### config.mk
export PLATFORM = sky130hd
export DESIGN_NAME = lcd1602_bus_sched
export DESIGN_NICKNAME = d
export VERILOG_FILES = /design/src/rtl/lcd1602_bus_sched.sv
export SDC_FILE = /design/constraint.sdc
export NUM_CORES = 1
export LEC_CHECK = 0
export ABC_CLOCK_PERIOD_IN_PS = 2000
export BUFFER_PORTS_ARGS = -buffer_cell sky130_fd_sc_hd__buf_2
export CAP_MARGIN = 20
export CORE_ASPECT_RATIO = 0.6
export CORE_MARGIN = 2
export CORE_UTILIZATION = 56
export DETAILED_ROUTE_END_ITERATION = 8
export PLACE_DENSITY = 0.79
export RECOVER_POWER = 100
export SYNTH_ARGS = -nofsm -noshare
export SYNTH_HDL_FRONTEND = slang
export SYNTH_SLANG_ARGS = --single-unit
### constraint.sdc
create_clock -name clk -period 2 [get_ports clk]
set_input_delay 0.6 -clock clk [delete_from_list [all_inputs] [get_ports clk]]
set_output_delay 0.6 -clock clk [all_outputs]
set_load 0.05 [all_outputs]
### src/rtl/lcd1602_bus_sched.sv
// LCD1602 write-bus scheduler: power-up init, round-robin arbitration of two requesters, EN timing.
// Optional LCD_CLR_WAIT_EN: insert an extra idle wait after clear (0x01) / home (0x02) commands.
module lcd1602_bus_sched #(
    parameter int unsigned PWRUP_CYC    = 750000,
    parameter int unsigned EN_HALF_CYC  = 50000,
    parameter int unsigned CLR_WAIT_CYC = 100000
) (
    input  logic       clk,
    input  logic       rst_n,
    input  logic       req0,
    input  logic       rs0,
    input  logic [7:0] data0,
    output logic       ack0,
    input  logic       req1,
    input  logic       rs1,
    input  logic [7:0] data1,
    output logic       ack1,
    output logic       init_done,
    output logic       busy,
    output logic       lcd_rs,
    output logic       lcd_rw,
    output logic       lcd_en,
    output logic [7:0] lcd_data
);

    localparam int unsigned MAX_A   = (PWRUP_CYC > EN_HALF_CYC) ? PWRUP_CYC : EN_HALF_CYC;
    localparam int unsigned MAX_CYC = (MAX_A > CLR_WAIT_CYC) ? MAX_A : CLR_WAIT_CYC;
    localparam int unsigned CW      = $clog2(MAX_CYC) + 1;

    localparam logic [CW-1:0] PWRUP_LAST = CW'(PWRUP_CYC - 1);
    localparam logic [CW-1:0] EN_LAST    = CW'(EN_HALF_CYC - 1);
    localparam logic [CW-1:0] CLR_LAST   = CW'(CLR_WAIT_CYC - 1);

    localparam logic [2:0] S_PWRUP     = 3'd0;
    localparam logic [2:0] S_INIT_LOAD = 3'd1;
    localparam logic [2:0] S_SETUP     = 3'd2;
    localparam logic [2:0] S_PULSE     = 3'd3;
    localparam logic [2:0] S_WAIT      = 3'd4;
    localparam logic [2:0] S_IDLE      = 3'd5;

    logic [2:0]    state_q, state_d;
    logic [CW-1:0] cnt_q, cnt_d;
    logic [2:0]    idx_q, idx_d;
    logic          rs_q, rs_d;
    logic [7:0]    data_q, data_d;
    logic          en_q;
    logic          ack0_q, ack0_d, ack1_q, ack1_d;
    logic          init_done_q, init_done_d;
    logic          prio_q, prio_d;  // requester preferred on a tie
    logic          xfer_done;

`ifdef LCD_CLR_WAIT_EN
    logic is_clr;
    assign is_clr = !rs_q && (data_q == 8'h01 || data_q == 8'h02);
`endif

    function automatic logic [7:0] init_byte(input logic [2:0] idx);
        case (idx)
            3'd0:    init_byte = 8'h38;
            3'd1:    init_byte = 8'h08;
            3'd2:    init_byte = 8'h01;
            3'd3:    init_byte = 8'h06;
            default: init_byte = 8'h0C;
        endcase
    endfunction

    always_comb begin
        state_d     = state_q;
        idx_d       = idx_q;
        rs_d        = rs_q;
        data_d      = data_q;
        ack0_d      = 1'b0;
        ack1_d      = 1'b0;
        init_done_d = init_done_q;
        prio_d      = prio_q;
        xfer_done   = 1'b0;

        case (state_q)
            S_PWRUP: if (cnt_q == PWRUP_LAST) state_d = S_INIT_LOAD;
            S_INIT_LOAD: begin
                rs_d    = 1'b0;
                data_d  = init_byte(idx_q);
                state_d = S_SETUP;
            end
            S_SETUP: if (cnt_q == EN_LAST) state_d = S_PULSE;
            S_PULSE: begin
                if (cnt_q == EN_LAST) begin
`ifdef LCD_CLR_WAIT_EN
                    if (is_clr) state_d = S_WAIT;
                    else        xfer_done = 1'b1;
`else
                    xfer_done = 1'b1;
`endif
                end
            end
            S_WAIT: if (cnt_q == CLR_LAST) xfer_done = 1'b1;
            S_IDLE: begin
                if (req0 && (!req1 || !prio_q)) begin
                    rs_d    = rs0;
                    data_d  = data0;
                    ack0_d  = 1'b1;
                    prio_d  = 1'b1;
                    state_d = S_SETUP;
                end else if (req1) begin
                    rs_d    = rs1;
                    data_d  = data1;
                    ack1_d  = 1'b1;
                    prio_d  = 1'b0;
                    state_d = S_SETUP;
                end
            end
            default: state_d = S_PWRUP;
        endcase

        // End of a transfer: either advance the init table or return to arbitration.
        if (xfer_done) begin
            if (init_done_q) begin
                state_d = S_IDLE;
            end else if (idx_q == 3'd4) begin
                state_d     = S_IDLE;
                init_done_d = 1'b1;
            end else begin
                idx_d   = idx_q + 3'd1;
                state_d = S_INIT_LOAD;
            end
        end

        cnt_d = (state_d != state_q) ? '0 : cnt_q + CW'(1);
    end

    always_ff @(posedge clk) begin
        if (!rst_n) begin
            state_q     <= S_PWRUP;
            cnt_q       <= '0;
            idx_q       <= 3'd0;
            rs_q        <= 1'b0;
            data_q      <= 8'h00;
            en_q        <= 1'b0;
            ack0_q      <= 1'b0;
            ack1_q      <= 1'b0;
            init_done_q <= 1'b0;
            prio_q      <= 1'b0;
        end else begin
            state_q     <= state_d;
            cnt_q       <= cnt_d;
            idx_q       <= idx_d;
            rs_q        <= rs_d;
            data_q      <= data_d;
            en_q        <= (state_d == S_PULSE);
            ack0_q      <= ack0_d;
            ack1_q      <= ack1_d;
            init_done_q <= init_done_d;
            prio_q      <= prio_d;
        end
    end

    assign ack0      = ack0_q;
    assign ack1      = ack1_q;
    assign init_done = init_done_q;
    assign busy      = (state_q != S_IDLE);
    assign lcd_rs    = rs_q;
    assign lcd_rw    = 1'b0;
    assign lcd_en    = en_q;
    assign lcd_data  = data_q;

endmodule

## After elaboration in Yosys (flattened, before gate mapping)

Cells that the tools add are included.

| storage, ports and cells | value |
|---|---|
| output and inout bits | 15 |
| bits of input ports | 22 |
| word-level logic and storage cells | 71 |
| register bits | 41 |

| cells by class | value |
|---|---|
| muxes and demuxes | 24 |
| reductions and logical operators | 15 |
| bitwise operators | 4 |
| $add $sub $neg | 2 |
| equality and inequality tests | 16 |

Operators by type and width:

| cell | count |
|---|---|
| $pmux W6 S4 | 1 |
| $add A21 B1 Y21 const B | 1 |
| $eq A21 B16 Y1 const B | 1 |
| $eq A21 B17 Y1 const B | 1 |
| $eq A21 B20 Y1 const B | 1 |
| $mux W3 | 7 |
| $mux W8 | 2 |
| $pmux W8 S2 | 1 |
| $eq A3 B2 Y1 const B | 5 |
| $pmux W3 S5 | 1 |
| $mux W1 | 10 |
| $eq A3 B3 Y1 const B | 3 |
| $eq A3 B1 Y1 const B | 2 |
| $logic_not A3 Y1 | 2 |
| $ne A3 B3 Y1 const B | 2 |
| $reduce_and A2 Y1 | 3 |
| $not A1 Y1 | 4 |
| $pmux W1 S2 | 2 |
| $reduce_bool A2 Y1 | 2 |
| $reduce_or A2 Y1 | 2 |
| $add A3 B1 Y3 const B | 1 |
| $ne A3 B3 Y1 | 1 |
| $reduce_and A3 Y1 | 1 |
| $reduce_or A3 Y1 | 1 |
| 3 further kinds | 4 |

## Longest topological paths before layout

| depth | value |
|---|---|
| depth after elaboration | 8 |
| depth in mapped cells | 7 |
| depth with buffers taken out | 7 |

## Worst setup path before layout

Ideal clock, no wire load.

| timing path | value |
|---|---|
| path kind | input -> register |
| from | input port req1 |
| to | register cnt_q[9] |
| setup time | 64 ps |
| slack | 204 ps |
| arrival time | 1732 ps |
| stages on the path | 6 |
| path buffers | 1 |
| data required time | 1936 ps |
| path through | or3b_1 > a21oi_1 > o21a_1 > nand4_2 > buf_6 > nor2_1 |

| between the ends | value |
|---|---|
| longest elaborated chain between the ends | 8 |
| elaborated cells between the ends (all ways) | 9 |
| those cells by class | eq/ne (1); mux (4); reduce/logical (4) |

Ends and longest elaborated chain:

| what | RTL line | text |
|---|---|---|
| start, declared | 14 | `input logic req1,` |
| $logic_not A1 Y1 | 98 | `if (req0 && (!req1 \|\| !prio_q)) begin` |
| $logic_or A1 B1 Y1 | 98 |  |
| $logic_and A1 B1 Y1 | 98 |  |
| $mux W3 * | 98 |  |
| $pmux W3 S5 * | 78 | `case (state_q)` |
| $mux W3 * | 116 | `if (xfer_done) begin` |
| $ne A3 B3 Y1 * | 128 | `cnt_d = (state_d != state_q) ? '0 : cnt_q + CW'(1);` |
| $reduce_or A2 Y1 (no line) * | - |  |
| end signal, assigned | 145 | `cnt_q <= cnt_d;` |
| end, declared | 42 | `logic [CW-1:0] cnt_q, cnt_d;` |

Mark *: on every way between the ends. The rest lies on a longest branch, timed or not.
A chain may end at the register's enable or synchronous reset.

## Worst setup path in the final report

| timing path | value |
|---|---|
| from | register state_q[1] |
| to | output port busy |

| between the ends | value |
|---|---|
| longest elaborated chain between the ends | 1 |

Ends and longest elaborated chain:

| what | RTL line | text |
|---|---|---|
| start, declared | 41 | `logic [2:0] state_q, state_d;` |
| start signal, assigned | 144 | `state_q <= state_d;` |
| $ne A3 B3 Y1 | 160 | `assign busy = (state_q != S_IDLE);` |
| end, declared | 19 | `output logic busy,` |

No other way between the ends.

==> results.toml <==
[min_path]
whs_path_depth = 2
min_from = "lcd_data[3]"
hp-class = "reg2reg"

[timing]
whs_ns = 0.465
worstMarginPinSlew_ns = 0.608
report.final.slew_viol_count = 0
fin_skew_ns = 0.00208
fin_crit_ns = 1.92
setup_tns_ns = 0
setup_slack_ns = 0.0817
finalSetupViolations = 0
period_share_pct = 95.9
timing.fmax_mhz = 521
rsz0062_at_grt = "false"
hold_viol = 0
max_slew_margin_pct = 59.7

[setup_path]
slowest_stage = "dfxtp_2"
end_kind = "output pin"
r2r-start = "cnt_q[6]"
critPathLaunch = "state_q[1]"
cpPeakStageDelay_ns = 0.44
path_cells = "and3b_1, inv_1, clkbuf_4"
path_buf_inv = 2
critical-path-top-delay-family = "flip-flops"
worstPathRequired_ns = 1.40
critPathKind = "reg2out"
rr_worst_depth = 6
critPathLaunchType = "flip-flop"
cp.depth = 3
crit_fanout = 11
critPathArrivalTime_ns = 1.32

[synthesis]
netlist_top_cells_count = "dfxtp_1 (41), nor2_1 (39), nand2_1 (27)"
yosys.area.top_type = "dfxtp_1"
yosys_register_bits = 41
synthDistinctLibCells = 52
synth_edf_count = 0
yosys.area.top_type_share_pct = 37.6
ys_seq_area_share_pct = 37.6
synth.most_common_cell = "dfxtp_1"
synth_flop_cell = "dfxtp_1"
synth.area.top_cells = "dfxtp_1 (38%), nor2_1 (6.7%), nand2_1 (4.6%)"
syn-num-nets = 286
synth_cells = 258
async_flop_share_pct = 0
syn-cell-area_um2 = 2180
avgSynthCellArea_um2 = 8.46
yosysWarningCount = 0

[finish]
nets = 334
drive_gt1_share_pct = 19.3
fillers = 328
area_growth_syn_to_layout_pct = 16.7
insertedDiodeCount = 0

[drt]
first_pass_iters = 6
drtAntennaViolNets = 0
wirelength_um = 4970
drtIter0Drc = 208
avgRoutedWirePerCell_um = 14.1
vias = 1979
drc = 0
via_per_inst = 5.62

[placed_design]
place.gp.congestion = 0.884
dpl.hpwl_um = 3870
io_buffers = 35
pre_cts_slack_ns = 0.0599

[die]
coreArea_um2 = 3700
start_util_pct = 59.0
dieArea_um2 = 4430
dieWidth_um = 84.6
io_pins = 37
core.rowCount = 17
fp.dieH_um = 52.4

[power_and_ir_drop]
combPwrFrac_pct = 6.4
switchingPower_uw = 312
peakVddDrop_uv = 424
power_leakage_uw = 0.000976
power.internal_uw = 1100
swShare_pct = 22.1
pwr-share-seq_pct = 58.6
p_clk_share_pct = 35.0
power_density_nw_per_um2 = 553

[clocking]
clockBufferDepth = 2
clk_latency_ns = 0.29
cts_tree = "yes"
root_buffer = "clkbuf_8"
clkTransAtPathRegs_ns = 0.07
cts_buffers = 5
htreeDepth = 2
cts_sinks = 41
hold_buffers = 0

[job]
drv_cap = 0

[grt]
antenna_found_initial = 0
grt_pass1_vias = 1720
grt-ovfl-total = 0
grt_pass1_wl_um = 8090
grt.total_usage_pct = 23.8
grt_max_degree = 18

[outcome]
outcome = "complete, no violations"
## timing repair
item,in CTS,in global routing
setup buffers,0,0
endpoints found under the hold margin,0,0
endpoints found under the setup margin,1,13
gates resized for setup,1,5
## per-stage QoR
step / power [µW] / utilization, % / cell area [µm²] / instances
after detailed placement: 935 / 67.3 / 2490 / 346
after CTS: 1420 / 69.4 / 2570 / 352
final: 1410 / 68.8 / 2550 / 352
after global routing: 1460 / 68.8 / 2550 / 352
after floorplan: 892 / - / 2180 / 258
after global placement: 933 / 67.3 / 2490 / 346
## final timing paths
path                       to  slack [ns]
hold reg to reg   lcd_data[3]        0.46
hold / removal    lcd_data[3]        0.46
setup / recovery         busy        0.08
setup reg to reg     cnt_q[2]        0.09
## flip-flops by register name, summed over array words and instances (netlist names), 3 cells and up
name      cells
cnt_q        21
lcd_data      8
idx_q         3
state_q       3
## kinds of logic after synthesis
logic type,share of synthesized area (%)
AND/OR/NAND/NOR,30.7
buffers and inverters,4.36
flip-flops,37.6
XOR/XNOR,7.62
adder cells (fa/ha/maj),3.44
multiplexers,6.13
AO/OA/AOI/OAI,9.97
other,0.172
## area by class of cell
cell class | count | area [µm²] | share of cell area, %
clock inverter | 1 | 5.00 | 0.196
inverter | 8 | 30.0 | 1.18
timing repair buffer | 52 | 302 | 11.8
multi-input combinational | 198 | 1260 | 49.4
tap | 47 | 58.8 | 2.31
sequential | 41 | 825 | 32.4
clock buffer | 5 | 68.8 | 2.70
## routing by layer
layer	vias up	routed length [µm]	track usage (%)
met4	0	63	7.14
met5	-	0	0
met1	903	2500	35.2
met3	9	400	7.72
met2	68	2010	32.3
li1	999	-	-
## placed cells by master (no fill, tap or decap), types with 3 or more instances in the layout
master	Yosys	routed
nor2_1	39	39
dfxtp_1	41	38
nand2_1	27	27
buf_2	1	21
buf_4	4	16
clkbuf_1	5	13
a21oi_1	11	11
xor2_1	11	11
mux2i_1	10	10
nand4_1	8	9
xnor2_1	8	8
inv_1	7	7
nor3_1	7	7
nand3_1	8	7
o21ai_0	7	6
ha_1	6	6
clkbuf_8	0	5
and3_1	4	4
nand2b_1	4	4
nand4b_1	3	3
or3_1	3	3
nor4_1	3	3
a2bb2oi_1	3	3
mux2_2	3	3
dfxtp_2	0	3
## tightest hold or removal path, stage by stage, from the launching register on
cell,delay [ns]
dfxtp_1,0.32
nand2_1,0.05
a21oi_1,0.05
## power groups by stage
| stage | Combinational, µW | Sequential (µW) | Clock [µW] |
|---|---|---|---|
| 2_1_floorplan | 48.4 | 844 | 0 |
| 3_3_place_gp | 88.6 | 844 | 0 |
| 3_5_place_dp | 90.3 | 844 | 0 |
| 4_1_cts | 90.5 | 825 | 503 |
| 5_1_grt | 99.7 | 826 | 536 |
| 6_report | 90.5 | 826 | 493 |
Power figures use the tool's default switching activity.
